===== config.mk =====
export PLATFORM = sky130hd
export DESIGN_NAME = div_uint16_uint8
export DESIGN_NICKNAME = d
export VERILOG_FILES = /design/src/rtl/div_uint16_uint8.sv
export SDC_FILE = /design/constraint.sdc
export NUM_CORES = 1
export LEC_CHECK = 0
export CAP_MARGIN = 15
export CORE_MARGIN = 2
export CORE_UTILIZATION = 50
export DETAILED_ROUTE_END_ITERATION = 16
export GPL_TIMING_DRIVEN = 0
export HOLD_SLACK_MARGIN = 0.06
export PLACE_DENSITY = 0.77
export SYNTH_ARGS = -nofsm -noshare
export SYNTH_HDL_FRONTEND = slang
export SYNTH_SLANG_ARGS = --single-unit

===== constraint.sdc =====
create_clock -name clk -period 2.7 [get_ports clk]
set_input_delay 0.405 -clock clk [delete_from_list [all_inputs] [get_ports clk]]
set_output_delay 0.405 -clock clk [all_outputs]
set_load 0.005 [all_outputs]

===== src/rtl/div_uint16_uint8.sv =====
// ============================================================================
//  Module   : div_uint16_uint8
//  Purpose  : Fixed-latency restoring divider (DIVIDEND_W / DIVISOR_W), one op in flight.
//             Optional macro DIV_ZERO_ERR_EN saturates Q/R and raises err on divisor 0.
//  Revision : 1.0
// ============================================================================
`default_nettype none

module div_uint16_uint8 #(
    parameter int DIVIDEND_W = 16,
    parameter int DIVISOR_W  = 8
) (
    input  logic                  clk,
    input  logic                  rst_n,
    input  logic                  start,
    input  logic [DIVIDEND_W-1:0] I0,
    input  logic [DIVISOR_W-1:0]  I1,
    output logic                  busy,
    output logic                  done,
    output logic [DIVIDEND_W-1:0] Q,
    output logic [DIVISOR_W-1:0]  R,
    output logic                  err
);

    localparam int CNT_W = (DIVIDEND_W > 1) ? $clog2(DIVIDEND_W) : 1;
    localparam logic [CNT_W-1:0] C_LAST = CNT_W'(DIVIDEND_W - 1);

    typedef enum logic [1:0] {
        S_IDLE = 2'd0,
        S_CALC = 2'd1,
        S_DONE = 2'd2
    } state_t;

    state_t                state_q, state_d;
    logic [DIVISOR_W:0]    rem_q,   rem_d;
    logic [DIVIDEND_W-1:0] quo_q,   quo_d;
    logic [DIVISOR_W-1:0]  dvs_q,   dvs_d;
    logic [CNT_W-1:0]      cnt_q,   cnt_d;
    logic [DIVIDEND_W-1:0] q_q,     q_d;
    logic [DIVISOR_W-1:0]  r_q,     r_d;
    logic                  busy_q,  busy_d;
    logic                  done_q,  done_d;
    logic                  err_q,   err_d;

    logic [DIVISOR_W:0]    rem_sh;
    logic [DIVISOR_W+1:0]  trial;
    logic [DIVISOR_W:0]    rem_nxt;
    logic [DIVIDEND_W-1:0] quo_nxt;

    // One restoring step; the extra top bit of trial is the borrow.
    always_comb begin
        rem_sh = {rem_q[DIVISOR_W-1:0], quo_q[DIVIDEND_W-1]};
        trial  = {1'b0, rem_sh} - {2'b00, dvs_q};
        if (!trial[DIVISOR_W+1]) begin
            rem_nxt = trial[DIVISOR_W:0];
            quo_nxt = {quo_q[DIVIDEND_W-2:0], 1'b1};
        end else begin
            rem_nxt = rem_sh;
            quo_nxt = {quo_q[DIVIDEND_W-2:0], 1'b0};
        end
    end

    always_comb begin
        state_d = state_q;
        rem_d   = rem_q;
        quo_d   = quo_q;
        dvs_d   = dvs_q;
        cnt_d   = cnt_q;
        q_d     = q_q;
        r_d     = r_q;
        busy_d  = busy_q;
        done_d  = 1'b0;
        err_d   = err_q;
        case (state_q)
            S_IDLE, S_DONE: begin
                if (start) begin
                    dvs_d   = I1;
                    rem_d   = '0;
                    quo_d   = I0;
                    cnt_d   = '0;
                    busy_d  = 1'b1;
                    state_d = S_CALC;
                end else begin
                    busy_d  = 1'b0;
                    state_d = S_IDLE;
                end
            end
            S_CALC: begin
                rem_d = rem_nxt;
                quo_d = quo_nxt;
                cnt_d = cnt_q + 1'b1;
                if (cnt_q == C_LAST) begin
                    state_d = S_DONE;
                    busy_d  = 1'b0;
                    done_d  = 1'b1;
                    q_d     = quo_nxt;
                    r_d     = rem_nxt[DIVISOR_W-1:0];
                    err_d   = 1'b0;
`ifdef DIV_ZERO_ERR_EN
                    if (dvs_q == '0) begin
                        q_d   = '1;
                        r_d   = '1;
                        err_d = 1'b1;
                    end
`else
`endif
                end
            end
            default: begin
                busy_d  = 1'b0;
                state_d = S_IDLE;
            end
        endcase
    end

    always_ff @(posedge clk or negedge rst_n) begin
        if (!rst_n) begin
            state_q <= S_IDLE;
            rem_q   <= '0;
            quo_q   <= '0;
            dvs_q   <= '0;
            cnt_q   <= '0;
            q_q     <= '0;
            r_q     <= '0;
            busy_q  <= 1'b0;
            done_q  <= 1'b0;
            err_q   <= 1'b0;
        end else begin
            state_q <= state_d;
            rem_q   <= rem_d;
            quo_q   <= quo_d;
            dvs_q   <= dvs_d;
            cnt_q   <= cnt_d;
            q_q     <= q_d;
            r_q     <= r_d;
            busy_q  <= busy_d;
            done_q  <= done_d;
            err_q   <= err_d;
        end
    end

    assign busy = busy_q;
    assign done = done_q;
    assign Q    = q_q;
    assign R    = r_q;
    assign err  = err_q;

endmodule

`default_nettype wire


==> summary.md, run 1 <==
| Metric | Value |
|---|---|
| Launch point of the worst reg-to-reg path | rem_q[3] |
| Final setup fails | 0 |
| Global-route wire length before repair | 10600 um |
| Sequential share of the synthesized area | 53.6% |
| Status | finished clean |
| Drt pass-1 iters | 4 |
| Largest net degree at the start of global routing | 42 |
| Clk_lat worst skew | 0.33 ns |
| Slew @ Worst Pin | 0.552 ns |
| CP Launch Type | register |
| R2R Path End | R[1] |
| WL per Instance | 14.3 um |
| Crit end category | register |
| Hold Fails Final Rpt | 0 |
| Via-to-Cell Ratio | 5.21 |
| Port Buffers | 52 |
| CTS Hold Buffers Added | 0 |
| Reg2Reg Setup Slack | 0.41 ns |
| Mapped Cells | 313 |
| FFs w/ async S/R, synth | 100% |
| Number of synthesized flops with an enable pin | 0 |
| Seq cells post-synth | 64 |
| Syn nets | 350 |
| CP Data Arrival Time | 2.49 ns |
| Leak Pwr | 1.75 nW |
| Slowest stage delay, CP | 0.42 ns |
| Core Area | 0.00585 sq mm |
| Full die area | 0.00661 sq mm |
| Antenna viol nets, final | 0 |
| Critical Path RT | 2.90 ns |
| Antenna violations before repair | 0 |
| Max-cap violations | 0 |
| Rel. slew slack | 63.2% |
| GP Congestion | 0.861 |
| Vias in the first global route | 2224 |
| Post-DP HPWL | 4760 um |
| CP max FO | 6 |
| Setup Skew | 0.00784 ns |
| Setup repair bufs after CTS | 0 |
| Syn Std Cell Area | 0.00299 sq mm |
| Reg2reg path depth | 6 |
| Grt total ovfl | 0 |
| Max-slew violations | 0 |
| Fin crit share | 84.8% |
| Path category of the worst min-delay check | input port to async pin |
| Row cnt | 28 |
| Routed vias | 2371 |
| Synth cell types | 48 |
| RSZ-0062 raised after global routing | no |
| Post_cts resized | 0 |
| Initial core utilization | 51.1% |
| Die X | 81.3 um |
| Slowest CP cell | dfrtp_1 |
| Total CTS buffers | 9 |
| Top Ports | 54 |
| Final hold slack | 0.0563 ns |
| Post-Route WL | 6490 um |
| Fin crit period | 2.29 ns |
| N_diodes | 0 |
| GRT Overall Usage | 21.8% |
| Post-synth top flop | dfrtp_1 |
| Synth Warn # | 0 |
| Die height | 81.3 um |
| Fill count | 495 |
| Layout cells sized above 1 | 7.89% |
| Crit path kind | register to register |
| Nets@finish | 414 |
| Drt drc | 0 |
| Clock buffer depth | 2 |
| F_max | 437 MHz |
| Reg clk slew, reported paths | 0.07 ns |
| Post-route cell area | 0.00381 sq mm |
| Syn Area/Cell | 9.55 sq um |
| DRT iter0 DRCs | 158 |
| H-tree levels | 3 |
| Cell area after placement | 0.00362 sq mm |
| CTS tree | done |
| Worst-path cell chain | ha_1 -> a21oi_1 -> o221ai_1 -> nor2_1 -> mux2i_1 -> o21ai_0 |
| P&R area growth vs syn | 27.6% |
| CTS Sinks | 64 |
| Worst vdd ir | 0.751 mV |
| Final core utilization | 65.1% |
| Power Density | 1310 mW/mm^2 |
| Root Buffer | clkbuf_8 |
Yosys cell counts (2+ instances only):
| master | n | share of area (%) |
|---|---|---|
| a211oi_1 | 3 | 0.75 |
| a21oi_1 | 4 | 0.67 |
| a22o_1 | 2 | 0.59 |
| a22oi_1 | 15 | 3.8 |
| a2bb2oi_1 | 2 | 0.59 |
| buf_6 | 2 | 0.75 |
| clkbuf_1 | 14 | 1.8 |
| dfrtp_1 | 64 | 54 |
| ha_1 | 9 | 3.8 |
| inv_1 | 12 | 1.5 |
| mux2i_1 | 4 | 1.3 |
| nand2_1 | 100 | 13 |
| nand3_1 | 3 | 0.50 |
| nor2_1 | 8 | 1.0 |
| nor2b_1 | 3 | 0.63 |
| nor3_1 | 2 | 0.34 |
| nor3b_1 | 3 | 0.75 |
| o21ai_0 | 26 | 4.4 |
| o21ai_1 | 4 | 0.67 |
| o31ai_1 | 2 | 0.50 |
| or2b_1 | 2 | 0.50 |
| xnor2_1 | 2 | 0.59 |
| xor2_1 | 2 | 0.59 |
report_power, final:
part           leakage, nW  switching [mW]  internal, mW
Clock               0.0973           0.337         0.465
Sequential           0.802           0.300          1.41
Combinational        0.853            1.30          1.19
cell type report:
class                   instances  area, sq um  area share [%]
inverters                      13         48.8            1.28
clock inverters                 3         42.5            1.12
clock buffers                  11          151            3.97
repair buffers                 53          536            14.1
flip-flops and latches         64         1600            42.0
plain buffers                  19         92.6            2.43
multi-input cells             217         1240            32.7
well taps                      75         93.8            2.46
sequential cells by signal (all words and copies together) (netlist names), 2 cells and up:
name / cells
Q: 16
quo_q: 16
R: 8
dvs_q: 8
rem_q: 8
cnt_q: 4
state_q: 2
worst max-delay path, delay by kind of cell, from the launching register on:
family	cells	cell delay (ns)
AOI/OAI and AO/OA	3	0.67
DFF	1	0.42
and+or+nand+nor	1	0.40
adders and majority gates	1	0.39
muxes	1	0.29
metal layers:
layer / track usage [%] / wire length (um) / share of wire (%) / vias to the layer above
met5: 0 / 0 / 0 / -
met4: 9.66 / 104 / 1.6 / 0
met1: 30.7 / 3090 / 48 / 1118
met3: 4.78 / 315 / 4.9 / 8
met2: 32.5 / 2980 / 46 / 67
li1: - / - / - / 1178
worst max path at each step:
stage           endpoint      from  depth (start not counted)
4_1_cts             R[3]  rem_q[4]                          8
5_1_grt             R[1]  rem_q[3]                          6
2_1_floorplan       R[0]  rem_q[0]                          7
6_report            R[1]  rem_q[3]                          6
3_5_place_dp   quo_q[14]     start                          7
3_3_place_gp    dvs_q[6]     rst_n                          1
logic make-up (layout without fill, tap and decap cells):
group	after synthesis	after routing	synth area share, %
and+or+nand+nor	128	128	18.1
AOI/OAI and AO/OA	68	68	15.6
DFF	64	64	53.6
buffers and inverters	32	99	4.73
adders and majority gates	10	10	4.44
muxes	6	6	2.22
xor gates and xnor gates	4	4	1.17
other	1	1	0.126
placed cells by master (no fill, tap or decap), types with 2 or more instances in the layout:
| master | instances |
|---|---|
| inv_1 | 12 |
| a211oi_1 | 3 |
| o31ai_1 | 2 |
| o21ai_0 | 26 |
| nand2_1 | 100 |
| nand3_1 | 3 |
| nor3_1 | 2 |
| nor2b_1 | 3 |
| xnor2_1 | 2 |
| clkdlybuf4s50_1 | 51 |
| buf_2 | 2 |
| xor2_1 | 2 |
| o21ai_1 | 4 |
| buf_6 | 2 |
| a2bb2oi_1 | 2 |
| mux2i_1 | 4 |
| nor3b_1 | 3 |
| ha_1 | 9 |
| nor2_1 | 8 |
| dfrtp_1 | 64 |
| or2b_1 | 2 |
| a22oi_1 | 15 |
| a22o_1 | 2 |
| clkbuf_8 | 11 |
| clkbuf_1 | 14 |
| a21oi_1 | 4 |
through the flow:
stage               cells  total power [mW]  TNS, ns  setup WS (ns)
finish                455              5.00        0          0.411
floorplan             313              3.39        0          0.686
detailed placement    441              4.22        0          0.395
global route          455              5.44        0          0.251
global placement      440              4.14   -50.41         -0.792
CTS                   455              5.02        0          0.424
(Power assumes the default switching activity.)
==> run 2: changes to the inputs <==
==> constraint.sdc (replaced) <==
create_clock -name clk -period 2.2 [get_ports clk]
set_input_delay 0.33 -clock clk [delete_from_list [all_inputs] [get_ports clk]]
set_output_delay 0.33 -clock clk [all_outputs]
set_load 0.005 [all_outputs]
==> summary.md, run 2 (synthesis gave the netlist of run 1 again) <==
| Metric | Value |
|---|---|
| Fin crit period | 2.13 ns |
| Crit end category | register |
| CP Data Arrival Time | 2.34 ns |
| Top Ports | 54 |
| Path category of the worst min-delay check | register to register |
| N_diodes | 0 |
| CTS tree | done |
| Row cnt | 28 |
| GRT Overall Usage | 22.2% |
| Post-DP HPWL | 4760 um |
| Power Density | 1650 mW/mm^2 |
| Rel. slew slack | 62.6% |
| DRT iter0 DRCs | 150 |
| Final setup fails | 0 |
| Routed vias | 2434 |
| Leak Pwr | 1.77 nW |
| Multi-input logic area | 0.00129 sq mm |
| Die X | 81.3 um |
| Cell family with most CP delay | compound AO/OA/AOI/OAI gates |
| CTS Sinks | 64 |
| Status | finished clean |
| Worst vdd ir | 0.927 mV |
| Antenna violations before repair | 0 |
| Reg clk slew, reported paths | 0.07 ns |
| Largest net degree at the start of global routing | 42 |
| Layout cells sized above 1 | 11.9% |
| Core Area | 0.00585 sq mm |
| Port Buffers | 52 |
| Via-to-Cell Ratio | 5.29 |
| Post-Route WL | 6640 um |
| P&R area growth vs syn | 30.9% |
| Fin crit share | 97.0% |
| Hold Fails Final Rpt | 0 |
| Die height | 81.3 um |
| Setup Skew | 0.00662 ns |
| Slowest stage delay, CP | 0.44 ns |
| Slowest CP cell | dfrtp_2 |
| Worst-path cell chain | ha_1 -> buf_6 -> a21oi_4 -> o221ai_4 -> or2_1 -> buf_6 -> a31oi_1 -> o21ai_0 |
| Full die area | 0.00661 sq mm |
| Register area | 0.00161 sq mm |
| Post-Route Setup TNS | 0 ns |
| Critical path's most frequent cell | buf_6 |
| Grt total ovfl | 0 |
| Clock buffer depth | 2 |
| RSZ-0062 raised after global routing | yes |
| F_max | 468 MHz |
| Nets@finish | 419 |
| Root Buffer | clkbuf_8 |
| Max-cap violations | 0 |
| CP bufs+invs | 2 |
| Vias in the first global route | 2265 |
| Max-slew violations | 0 |
| Commonest non-fill, non-tap cell in the layout | nand2_1 |
| Initial core utilization | 51.1% |
| Global-route wire length before repair | 10800 um |
| Antenna viol nets, final | 0 |
| Drt pass-1 iters | 4 |
| Crit path kind | register to register |
| Most frequent cells in the layout | 100 x nand2_1, 61 x dfrtp_1, 51 x clkdlybuf4s50_1, 25 x o21ai_0, 15 x a22oi_1 |
| GP Congestion | 0.861 |
| H-tree levels | 3 |
| Final hold slack | 0.473 ns |
| WL per Instance | 14.4 um |
| Slew @ Worst Pin | 0.562 ns |
| Fill count | 487 |
| CP Launch Type | register |
| Clk_lat worst skew | 0.33 ns |
| Critical Path RT | 2.40 ns |
| Total CTS buffers | 9 |
| Drt drc | 0 |
| CP max FO | 9 |
-- run 2: layout make-up --
class                           count  area share, %
Buffer                             19           2.43
Clock buffer                       11           3.87
Clock inverter                      3           1.09
Inverter                           13           1.34
Multi-Input combinational cell    217           33.1
Sequential cell                    64           41.0
Tap cell                           75           2.40
Timing Repair Buffer               58           14.7
-- run 2: worst paths after layout --
check,from,end,slack [ns],cells after the start
min,Q[5],Q[5],0.47,2
max reg2reg,rem_q[5],R[7],0.07,8
max,rem_q[5],R[7],0.07,8
min in group asynchronous,rst_n,rem_q[3],0.52,2
min reg2reg,Q[5],Q[5],0.47,2
max in group asynchronous,rst_n,quo_q[12],1.07,3
-- run 2: metrics by stage --
| step | power, mW | cells | cell area (sq um) | setup slack [ns] | utilization, % |
|---|---|---|---|---|---|
| after floorplan | 4.17 | 313 | 2990 | 0.186 | - |
| after global placement | 5.08 | 440 | 3600 | -1.22 | 61.6 |
| after detailed placement | 5.17 | 441 | 3620 | -0.0706 | 61.8 |
| after CTS | 6.20 | 458 | 3840 | 0.0121 | 65.7 |
| after global routing | 7.01 | 460 | 3910 | -0.0210 | 66.9 |
| final | 6.46 | 460 | 3910 | 0.0651 | 66.9 |
-- run 2: power by group --
| group | switching (mW) | leakage, nW | internal (mW) |
|---|---|---|---|
| Combinational | 1.74 | 0.871 | 1.63 |
| Sequential | 0.371 | 0.798 | 1.73 |
| Clock | 0.411 | 0.0973 | 0.570 |
-- run 2: worst register-to-register path: stages, from the launching register on --
cell and delay, ns:
dfrtp_2 0.44, ha_1 0.31, buf_6 0.14, a21oi_4 0.22
o221ai_4 0.16, or2_1 0.26, buf_6 0.15, a31oi_1 0.20
o21ai_0 0.11
-- run 2: per-layer routing --
layer / vias to the layer above / wire, um / global-route usage, %
li1: 1187 / - / -
met1: 1169 / 3060 / 30.8
met2: 69 / 3150 / 33.6
met3: 9 / 323 / 4.78
met4: 0 / 104 / 9.66
met5: - / 0 / 0
-- run 2: repair_timing --
item                                    CTS  global route
endpoints found under the setup margin   12            21
pin swaps                                 1             3
resized for setup                         1            16
buffers inserted                          2             2
hold buffers                              1             0
endpoints found under the hold margin    23             0
